## src/rtl/control_unit_gen2_if.sv

```systemverilog
// Control-unit bus bundle: instruction fetch, datapath control and FSM
// observation signals shared between the control unit and its environment.
interface control_unit_gen2_if #(
   parameter int RF_ADDR_W = 4,
   parameter int PC_W      = 7
);
   localparam int D_ADDR_W = 2 * RF_ADDR_W;
   localparam int INST_W   = 4 + 3 * RF_ADDR_W;

   logic [INST_W-1:0]    I_Data;
   logic                 Alu_Z;
   logic [PC_W-1:0]      I_Addr;
   logic [PC_W-1:0]      PC_Out;
   logic [INST_W-1:0]    IR_Out;
   logic [3:0]           OutState;
   logic [3:0]           NextState;
   logic [D_ADDR_W-1:0]  D_Addr;
   logic                 D_Wr;
   logic                 RF_s;
   logic                 RF_W_en;
   logic [RF_ADDR_W-1:0] RF_W_Addr;
   logic [RF_ADDR_W-1:0] RF_Ra_Addr;
   logic [RF_ADDR_W-1:0] RF_Rb_Addr;
   logic [2:0]           Alu_s0;

   modport master (
      input  I_Data, Alu_Z,
      output I_Addr, PC_Out, IR_Out, OutState, NextState,
      output D_Addr, D_Wr, RF_s, RF_W_en,
      output RF_W_Addr, RF_Ra_Addr, RF_Rb_Addr, Alu_s0
   );

   modport slave (
      output I_Data, Alu_Z,
      input  I_Addr, PC_Out, IR_Out, OutState, NextState,
      input  D_Addr, D_Wr, RF_s, RF_W_en,
      input  RF_W_Addr, RF_Ra_Addr, RF_Rb_Addr, Alu_s0
   );
endinterface

```

## src/rtl/control_unit_gen2.sv

```systemverilog
// Multi-cycle Moore control unit: fetch/decode/execute sequencer driving
// instruction memory, data memory, register file and ALU controls.
module control_unit_gen2 #(
   parameter int RF_ADDR_W = 4,
   parameter int PC_W      = 7
) (
   input  logic               Clk,
   input  logic               ResetN,
   control_unit_gen2_if.master bus
);
   localparam int R  = RF_ADDR_W;
   localparam int DW = 2 * R;
   localparam int IW = 4 + 3 * R;

   typedef enum logic [3:0] {
      S_INIT   = 4'd0,
      S_FETCH  = 4'd1,
      S_DECODE = 4'd2,
      S_NOOP   = 4'd3,
      S_LOAD_A = 4'd4,
      S_LOAD_B = 4'd5,
      S_STORE  = 4'd6,
      S_ADD    = 4'd7,
      S_SUB    = 4'd8,
      S_HALT   = 4'd9,
      S_JUMP   = 4'd10
   } state_e;

   state_e          state_q, state_d;
   logic [PC_W-1:0] pc_q, pc_d;
   logic [IW-1:0]   ir_q, ir_d;

   logic [3:0]      op;
   logic [R-1:0]    f2, f1, f0;
   logic [DW-1:0]   daddr_hi, daddr_lo;
   logic [PC_W-1:0] target;

   logic [DW-1:0]   d_addr;
   logic            d_wr, rf_s, rf_w_en;
   logic [R-1:0]    rf_w, rf_ra, rf_rb;
   logic [2:0]      alu_s0;

   assign op       = ir_q[IW-1 -: 4];
   assign f2       = ir_q[3*R-1 -: R];
   assign f1       = ir_q[2*R-1 -: R];
   assign f0       = ir_q[R-1:0];
   assign daddr_hi = {f2, f1};
   assign daddr_lo = {f1, f0};
   assign target   = daddr_lo[PC_W-1:0];

   always_ff @(posedge Clk or negedge ResetN) begin
      if (!ResetN) begin
         state_q <= S_INIT;
         pc_q    <= '0;
         ir_q    <= '0;
      end else begin
         state_q <= state_d;
         pc_q    <= pc_d;
         ir_q    <= ir_d;
      end
   end

   always_comb begin
      state_d = S_INIT;
      pc_d    = pc_q;
      ir_d    = ir_q;
      d_addr  = '0;
      d_wr    = 1'b0;
      rf_s    = 1'b0;
      rf_w_en = 1'b0;
      rf_w    = '0;
      rf_ra   = '0;
      rf_rb   = '0;
      alu_s0  = 3'b000;
      case (state_q)
         S_INIT: state_d = S_FETCH;
         S_FETCH: begin
            state_d = S_DECODE;
            ir_d    = bus.I_Data;
            pc_d    = pc_q + PC_W'(1);
         end
         S_DECODE: begin
            rf_ra = f2;
            rf_rb = f1;
            unique case (op)
               4'b0001: state_d = S_STORE;
               4'b0010: state_d = S_LOAD_A;
               4'b0011: state_d = S_ADD;
               4'b0100: state_d = S_SUB;
               4'b0101: state_d = S_HALT;
               4'b0110: state_d = S_JUMP;
               4'b0111: state_d = bus.Alu_Z ? S_JUMP : S_NOOP;
               default: state_d = S_NOOP;
            endcase
            // Target lands in PC here so Jump can present it to memory
            if (state_d == S_JUMP) pc_d = target;
         end
         S_LOAD_A, S_LOAD_B: begin
            state_d = (state_q == S_LOAD_A) ? S_LOAD_B : S_FETCH;
            d_addr  = daddr_hi;
            rf_s    = 1'b1;
            rf_w    = f0;
            rf_w_en = (state_q == S_LOAD_B);
         end
         S_STORE: begin
            state_d = S_FETCH;
            d_addr  = daddr_lo;
            rf_ra   = f2;
            d_wr    = 1'b1;
         end
         S_ADD, S_SUB: begin
            state_d = S_FETCH;
            rf_ra   = f2;
            rf_rb   = f1;
            rf_w    = f0;
            rf_w_en = 1'b1;
            alu_s0  = (state_q == S_ADD) ? 3'b001 : 3'b010;
         end
         S_NOOP, S_JUMP: state_d = S_FETCH;
         S_HALT: state_d = S_HALT;
         default: state_d = S_INIT;
      endcase
   end

   assign bus.I_Addr     = pc_q;
   assign bus.PC_Out     = pc_q;
   assign bus.IR_Out     = ir_q;
   assign bus.OutState   = state_q;
   assign bus.NextState  = state_d;
   assign bus.D_Addr     = d_addr;
   assign bus.D_Wr       = d_wr;
   assign bus.RF_s       = rf_s;
   assign bus.RF_W_en    = rf_w_en;
   assign bus.RF_W_Addr  = rf_w;
   assign bus.RF_Ra_Addr = rf_ra;
   assign bus.RF_Rb_Addr = rf_rb;
   assign bus.Alu_s0     = alu_s0;
endmodule

```

## src/flat_wrapper.sv

```systemverilog
// flat-port wrapper written by rule: the top's interface ports become plain ports
module control_unit_gen2_flat 
#(
   parameter int RF_ADDR_W = 4,
   parameter int PC_W      = 7
)
  (Clk, ResetN, bus_I_Data, bus_Alu_Z, bus_I_Addr, bus_PC_Out, bus_IR_Out, bus_OutState, bus_NextState, bus_D_Addr, bus_D_Wr, bus_RF_s, bus_RF_W_en, bus_RF_W_Addr, bus_RF_Ra_Addr, bus_RF_Rb_Addr, bus_Alu_s0);
  control_unit_gen2_if #(.RF_ADDR_W(RF_ADDR_W), .PC_W(PC_W)) bus_i ();
  input  logic Clk;
  input  logic ResetN;
  input wire logic [$bits(bus_i.I_Data)-1:0] bus_I_Data;
  input wire logic [$bits(bus_i.Alu_Z)-1:0] bus_Alu_Z;
  output wire logic [$bits(bus_i.I_Addr)-1:0] bus_I_Addr;
  output wire logic [$bits(bus_i.PC_Out)-1:0] bus_PC_Out;
  output wire logic [$bits(bus_i.IR_Out)-1:0] bus_IR_Out;
  output wire logic [$bits(bus_i.OutState)-1:0] bus_OutState;
  output wire logic [$bits(bus_i.NextState)-1:0] bus_NextState;
  output wire logic [$bits(bus_i.D_Addr)-1:0] bus_D_Addr;
  output wire logic [$bits(bus_i.D_Wr)-1:0] bus_D_Wr;
  output wire logic [$bits(bus_i.RF_s)-1:0] bus_RF_s;
  output wire logic [$bits(bus_i.RF_W_en)-1:0] bus_RF_W_en;
  output wire logic [$bits(bus_i.RF_W_Addr)-1:0] bus_RF_W_Addr;
  output wire logic [$bits(bus_i.RF_Ra_Addr)-1:0] bus_RF_Ra_Addr;
  output wire logic [$bits(bus_i.RF_Rb_Addr)-1:0] bus_RF_Rb_Addr;
  output wire logic [$bits(bus_i.Alu_s0)-1:0] bus_Alu_s0;
  assign bus_i.I_Data = bus_I_Data;
  assign bus_i.Alu_Z = bus_Alu_Z;
  assign bus_I_Addr = bus_i.I_Addr;
  assign bus_PC_Out = bus_i.PC_Out;
  assign bus_IR_Out = bus_i.IR_Out;
  assign bus_OutState = bus_i.OutState;
  assign bus_NextState = bus_i.NextState;
  assign bus_D_Addr = bus_i.D_Addr;
  assign bus_D_Wr = bus_i.D_Wr;
  assign bus_RF_s = bus_i.RF_s;
  assign bus_RF_W_en = bus_i.RF_W_en;
  assign bus_RF_W_Addr = bus_i.RF_W_Addr;
  assign bus_RF_Ra_Addr = bus_i.RF_Ra_Addr;
  assign bus_RF_Rb_Addr = bus_i.RF_Rb_Addr;
  assign bus_Alu_s0 = bus_i.Alu_s0;
  control_unit_gen2 #(.RF_ADDR_W(RF_ADDR_W), .PC_W(PC_W)) u_core (.Clk(Clk), .ResetN(ResetN), .bus(bus_i));
endmodule
```

## config.mk

```make
export PLATFORM = sky130hd
export DESIGN_NAME = control_unit_gen2_flat
export DESIGN_NICKNAME = d
export VERILOG_FILES = /design/src/rtl/control_unit_gen2_if.sv /design/src/rtl/control_unit_gen2.sv /design/src/flat_wrapper.sv
export SDC_FILE = /design/constraint.sdc
export NUM_CORES = 1
export LEC_CHECK = 0
export CAP_MARGIN = 10
export CORE_MARGIN = 2
export CORE_UTILIZATION = 43
export CTS_CLUSTER_DIAMETER = 60
export DETAILED_ROUTE_END_ITERATION = 10
export GPL_ROUTABILITY_DRIVEN = 0
export GPL_TIMING_DRIVEN = 0
export PLACE_DENSITY = 0.85
export SLEW_MARGIN = 25
export SYNTH_ARGS = -nofsm -noshare
export SYNTH_HDL_FRONTEND = slang
export SYNTH_SLANG_ARGS = --single-unit
```

## constraint.sdc

```tcl
create_clock -name Clk -period 4.15 [get_ports Clk]
set_clock_uncertainty 0.1 [all_clocks]
set_input_delay 0.83 -clock Clk [delete_from_list [all_inputs] [get_ports Clk]]
set_output_delay 0.83 -clock Clk [all_outputs]
set_load 0.01 [all_outputs]
```

==> results.yml, run 1 <==
layout:
  fillers: 297
  utilization_pct: 69.8
  diodes: 0
  multi_input_area_um2: 811
  final_nets: 266
  final_cells: 293
  ff_latch_area_um2: 676
  fin_area_mm2: 0.00254
  syn_to_final_growth_pct: 56.2
  layout-drive-gt1-share_pct: 18.0
routing:
  routed_via_density: 5.37
  wirelength_um: 4290
  drt_first_pass_iters: 4
  drt-initial-drc-count: 85
  drc: 0
  avgRoutedWirePerCell_um: 14.6
  vias: 1573
  antenna_left: 0
worst_setup_path:
  crit_chain: "buf_2 -> nor4b_2 -> buf_2 -> buf_4 -> o21bai_1 -> clkdlybuf4s50_1"
  required_ns: 3.22
  startpoint: "u_core.bus.OutState[1]$_DFF_PN0_"
  endpoint_kind: "primary output"
  cp_common_cell: "buf_2"
  r2r_start: "u_core.bus.OutState[0]$_DFF_PN0_"
  cpPeakStageDelay_ns: 0.59
  crit_buf_inv: 4
  crit_family: "buffers and inverters"
  worstSetupStartpointType: "flip-flop"
  crit_path_max_fanout: 10
  path_class: "flip-flop to primary output"
  crit_path_top_delay_cell: "clkdlybuf4s50_1"
  worstPathArrival_ns: 2.50
synth:
  yosys.area.top_type: "dfrtp_1"
  yosysSeqAreaShare_pct: 41.6
  synthCells: 160
  syn-num-nets: 180
  synthFlopType: "dfrtp_1"
  syn_area_per_cell_um2: 10.2
  synth_edf_count: 0
  synthArstFlopShare_pct: 100
  synth.cell_area_mm2: 0.00162
  synth_area_leaders: "dfrtp_1 (42%), mux2_2 (8.3%), nor2b_1 (5.4%)"
  ys_warn_count: 0
  synth_cell_types: 40
  yosysTopAreaCellShare_pct: 41.6
  synth_seq_cells: 27
outcome:
  status: "complete, no violations"
floorplanning:
  ioPinCount: 83
  dieArea_mm2: 0.00428
  rows: 22
  core_mm2: 0.00363
  fp.dieH_um: 65.5
  fp.dieW_um: 65.5
  initial_utilization_pct: 44.7
placed_design:
  place_area_mm2: 0.00249
  dpl.hpwl_um: 3240
  dp_slack_ns: 0.931
  place_inst: 289
  io_buffers: 81
timing:
  rsz0062_at_grt: "false"
  finalSetupTns_ns: 0
  slew_headroom_pct: 60.2
  slew_violations: 0
  tightest_slew_ns: 0.597
  hold-worst-slack_ns: 0.450
  setup_viol: 0
  period_minus_slack_ns: 3.43
  report.final.hold_viol_count: 0
  worst_slack_ns: 0.715
  max_freq_mhz: 291
  period_share_pct: 82.8
clock_tree:
  cts_resized: 0
  cts_setup_buffers: 0
  clock_sinks: 27
  cts_tree: "done"
  cts_buffer_depth: 2
  cts-root-buf: "clkbuf_8"
  htreeDepth: 1
  cts_buffers: 3
  hold_buffers: 0
  clk_latency_ns: 0.27
  clk_pin_slew_worst_paths_ns: 0.09
grt:
  grtUsageTotal_pct: 20.8
  antenna_found_initial: 0
  grt-ovfl-total: 0
  grt_max_degree: 28
  grt_pass1_wl_um: 6960
  first_global_vias: 1463
job:
  maxCapViolCount: 0
power_and_ir_drop:
  power.total_mw: 0.439
  p_leak_nw: 1.08
  vdd_ir_drop_max_mv: 0.110
  cellPowerDensity_mw_per_mm2: 173
min_path:
  min_path_type: "input port to asynchronous set/reset pin"
## where the power goes
group	total (mW)	internal [mW]	switching [mW]	leakage, nW
Combinational	0.0226	0.0150	0.00758	0.698
Sequential	0.263	0.263	0	0.362
Clock	0.153	0.0673	0.0861	0.0255
Total	0.439	0.345	0.0936	1.08
## Yosys cell counts (2+ instances only)
cell type,n
a21boi_0,2
a21oi_1,9
a22o_1,8
buf_2,5
buf_4,9
buf_6,3
dfrtp_1,27
inv_1,3
mux2_1,3
mux2_2,12
nand2_1,9
nand2b_1,4
nand3_1,5
nand3_2,2
nor2_1,7
nor2_2,2
nor2b_1,14
nor3_1,3
nor4_1,3
nor4b_2,2
o21ai_1,3
o21bai_1,2
o22ai_1,3
o2bb2a_1,2
or2_2,2
xor2_1,2
## worst register-to-register path, stage by stage, from the launching register on
cell and delay, ns:
dfrtp_1 0.40, buf_6 0.14, nor4b_2 0.48, a41o_1 0.35
buf_2 0.25, a21oi_1 0.10, a21oi_1 0.14
## cell type report
cell class	count	area share, %
Buffer	17	4.98
Multi-Input combinational cell	113	32.0
Timing Repair Buffer	81	31.8
Clock inverter	1	0.197
Inverter	3	0.444
Tap cell	48	2.37
Clock buffer	3	1.63
Sequential cell	27	26.6
## path summary, 6_finish.rpt
| kind | end | slack [ns] | cells past startpoint |
|---|---|---|---|
| setup reg to reg | u_core.bus.I_Addr[3]$_DFFE_PN0P_ | 2.14 | 6 |
| min in group Clk | u_core.bus.I_Addr[6]$_DFFE_PN0P_ | 0.46 | 1 |
| setup / recovery | bus_NextState[1] | 0.72 | 6 |
| hold reg to reg | u_core.bus.I_Addr[6]$_DFFE_PN0P_ | 0.46 | 1 |
| hold / removal | u_core.bus.OutState[1]$_DFF_PN0_ | 0.45 | 1 |
| max in group asynchronous | u_core.bus.IR_Out[9]$_DFFE_PN0P_ | 3.11 | 1 |
## cell families (layout without fill, tap and decap cells)
kind of cell             after synthesis  count (layout)  share of synthesized area, %
flip-flops                            27              27                          41.6
adder cells (fa/ha/maj)                1               1                         0.770
other                                  1               1                         0.231
AO/OA/AOI/OAI                         36              36                          15.6
buffers and inverters                 20             105                          8.47
XOR/XNOR                               2               2                          1.08
multiplexers                          16              16                          11.0
AND/OR/NAND/NOR                       57              57                          21.2
## metal layers
layer  track usage (%)  up-vias  share of wire, %
met3              4.97        2               8.1
met2              33.3       71                46
met1              28.1      767                45
met5                 0        -                 0
li1                  -      733                 -
met4              5.73        0              0.44
## state kept, by name, indices dropped and copies added (netlist names)
register and count:
u_core.bus.IR_Out 16, u_core.bus.I_Addr 7, u_core.bus.OutState 4
## layout by cell type (no fill, tap or decap), types with 3 or more instances in the layout
| master | Yosys | routed |
|---|---|---|
| a21oi_1 | 9 | 9 |
| a22o_1 | 8 | 8 |
| buf_2 | 5 | 6 |
| buf_4 | 9 | 9 |
| buf_6 | 3 | 3 |
| clkbuf_8 | 0 | 3 |
| clkdlybuf4s50_1 | 0 | 80 |
| dfrtp_1 | 27 | 27 |
| inv_1 | 3 | 3 |
| mux2_1 | 3 | 3 |
| mux2_2 | 12 | 12 |
| nand2_1 | 9 | 9 |
| nand2b_1 | 4 | 4 |
| nand3_1 | 5 | 5 |
| nor2_1 | 7 | 7 |
| nor2b_1 | 14 | 14 |
| nor3_1 | 3 | 3 |
| nor4_1 | 3 | 3 |
| o21ai_1 | 3 | 3 |
| o22ai_1 | 3 | 3 |
(Power assumes the default switching activity.)
==> run 2: changes to the inputs <==
- CORE_UTILIZATION: 43 -> 40
- PLACE_DENSITY: 0.85 -> 0.8
- clock period: 4.15 -> 3.2 ns (I/O delays scaled with it)
==> run 2 against run 1 <==
Compared with the run above: non-clock buffer count is 3 higher; sequential share of layout area is 0.59 points lower; worst hold slack worse by 0.17 ns; first-iteration DRC count is 25% higher; count of clock-buffer cells in the layout is 1 higher; worst setup slack worse by 0.65 ns; critical path depth stayed put; flip-flop and latch count stayed put; wire length is 6.7% higher; sequential power is 30% higher.
==> results.yml, run 2 (synthesized netlist as in run 1, its figures left out) <==
outcome:
  status: "complete, no violations"
timing:
  report.final.hold_viol_count: 0
  slew_headroom_pct: 58.1
  rsz0062_at_grt: "true"
  slew_violations: 0
  period_share_pct: 98.0
  finalSetupTns_ns: 0
  max_freq_mhz: 319
  period_minus_slack_ns: 3.14
  setup_viol: 0
  tightest_slew_ns: 0.629
job:
  maxCapViolCount: 0
power_and_ir_drop:
  pwr-share-clk_pct: 34.6
  vdd_ir_drop_max_mv: 0.154
  cellPowerDensity_mw_per_mm2: 218
  p_sw_share_pct: 20.6
  p_comb_share_pct: 5.2
  power_switching_mw: 0.117
  p_int_mw: 0.449
  p_seq_share_pct: 60.2
  p_leak_nw: 1.11
layout:
  layout-drive-gt1-share_pct: 20.6
  layout_commonest_cell: "clkdlybuf4s50_1"
  diodes: 0
  final_nets: 269
  final_cells: 298
  largest_register_ffs: 16
  final_cell_mix: "clkdlybuf4s50_1 (80), dfrtp_1 (27), nor2b_1 (13), buf_4 (13), mux2_2 (12)"
  syn_to_final_growth_pct: 59.7
worst_setup_path:
  worstReg2RegEnd: "u_core.bus.I_Addr[3]$_DFFE_PN0P_"
  r2r_setup_slack_ns: 1.17
  required_ns: 2.46
  crit_chain: "buf_6 -> or4b_4 -> buf_6 -> buf_6 -> o21bai_2 -> clkdlybuf4s50_1"
  startpoint: "u_core.bus.OutState[0]$_DFF_PN0_"
  worstPathArrival_ns: 2.40
  worstSetupStartpointType: "flip-flop"
  cp_common_cell: "buf_6"
  cp-endpoint: "bus_NextState[1]"
  r2r_cells: 6
  r2r_start: "u_core.bus.OutState[0]$_DFF_PN0_"
  cpPeakStageDelay_ns: 0.57
  path_class: "flip-flop to primary output"
  crit_path_max_fanout: 10
  crit_path_top_delay_cell: "clkdlybuf4s50_1"
  endpoint_kind: "primary output"
placed_design:
  io_buffers: 81
  dpl.hpwl_um: 3400
  place_inst: 291
floorplanning:
  ioPinCount: 83
  rows: 23
  fp.dieW_um: 67.7
  dieArea_mm2: 0.00459
  core_mm2: 0.00394
  fp.dieH_um: 67.7
  initial_utilization_pct: 41.2
routing:
  vias: 1542
  wirelength_um: 4570
  antenna_left: 0
  drc: 0
  drt-initial-drc-count: 106
  avgRoutedWirePerCell_um: 15.3
  drt_first_pass_iters: 4
  routed_via_density: 5.17
grt:
  grtUsageMet1_pct: 27.4
  grt_max_degree: 28
  grt_pass1_wl_um: 7030
  grt_busiest_layer: "met2"
  grtUsageTotal_pct: 20.3
  grtUsageMet2_pct: 33.9
  grt_use_met3_pct: 3.83
  antenna_found_initial: 0
  first_global_vias: 1431
  grt-ovfl-total: 0
clock_tree:
  cts_buffers: 3
  clk_latency_ns: 0.27
  clock_sinks: 27
  cts_tree: "done"
  hold_buffers: 0
  clk_pin_slew_worst_paths_ns: 0.09
  cts-root-buf: "clkbuf_8"
  htreeDepth: 1
  cts_buffer_depth: 2
min_path:
  min_path_type: "input port to asynchronous set/reset pin"
==> run 2: cell count changes in the layout (fill, tap and decap cells not counted), sizes merged <==
cell,delta
clkbuf,+1
clkinv,-1
buf,+3
==> run 2: worst min-delay path by stage <==
stage	start	to	slack [ns]	cells past startpoint
CTS	ResetN	u_core.bus.I_Addr[5]$_DFFE_PN0P_	0.29	1
detailed placement	u_core.bus.IR_Out[11]$_DFFE_PN0P_	u_core.bus.IR_Out[11]$_DFFE_PN0P_	0.45	1
global route	ResetN	u_core.bus.OutState[3]$_DFF_PN0_	0.31	1
floorplan	ResetN	u_core.bus.IR_Out[0]$_DFFE_PN0P_	0.24	0
global placement	u_core.bus.I_Addr[6]$_DFFE_PN0P_	u_core.bus.I_Addr[6]$_DFFE_PN0P_	0.43	1
finish	ResetN	u_core.bus.OutState[1]$_DFF_PN0_	0.28	1
==> run 2: metal layers <==
metal | wire [um] | up-vias
li1 | - | 744
met1 | 2030 | 747
met2 | 2260 | 47
met3 | 261 | 4
met4 | 23 | 0
met5 | 0 | -
==> run 2: cell type report <==
class                           instances  area [um2]
Fill cell                             343        1350
Multi-Input combinational cell        113         842
Timing Repair Buffer                   84         828
Sequential cell                        27         676
Buffer                                 17         129
Tap cell                               50        62.6
Clock buffer                            4        45.0
Inverter                                3        11.3
==> run 2: stage by stage <==
step           power, mW  hold slack (ns)  setup slack, ns  utilization (%)  instance area [um2]
2_1_floorplan      0.350            0.244            0.835                -                 1620
3_3_place_gp       0.378            0.433            0.225             63.3                 2500
3_5_place_dp       0.377            0.447            0.190             63.2                 2490
4_1_cts            0.569            0.291          -0.0439             64.6                 2550
5_1_grt            0.585            0.314         -0.00133             65.8                 2590
6_report           0.566            0.278           0.0635             65.8                 2590
==> run 2: power by group through the flow <==
stage	registers (mW)	logic, mW	clock network, mW
after floorplan	0.348	0.00178	0
after global placement	0.348	0.0302	0
after detailed placement	0.348	0.0298	0
after CTS	0.341	0.0299	0.199
after global routing	0.341	0.0323	0.211
final	0.341	0.0295	0.196
==> run 2: timing repair <==
action	CTS	global route
resized for setup	3	5
buffers inserted	0	3
setup endpoints to repair	8	9
==> run 2: worst max-delay path, delay by kind of cell, from the launching register on <==
kind	cells	cell delay, ns
buf+inv	4	1.00
simple gates	1	0.53
flops	1	0.40
compound gates	1	0.20
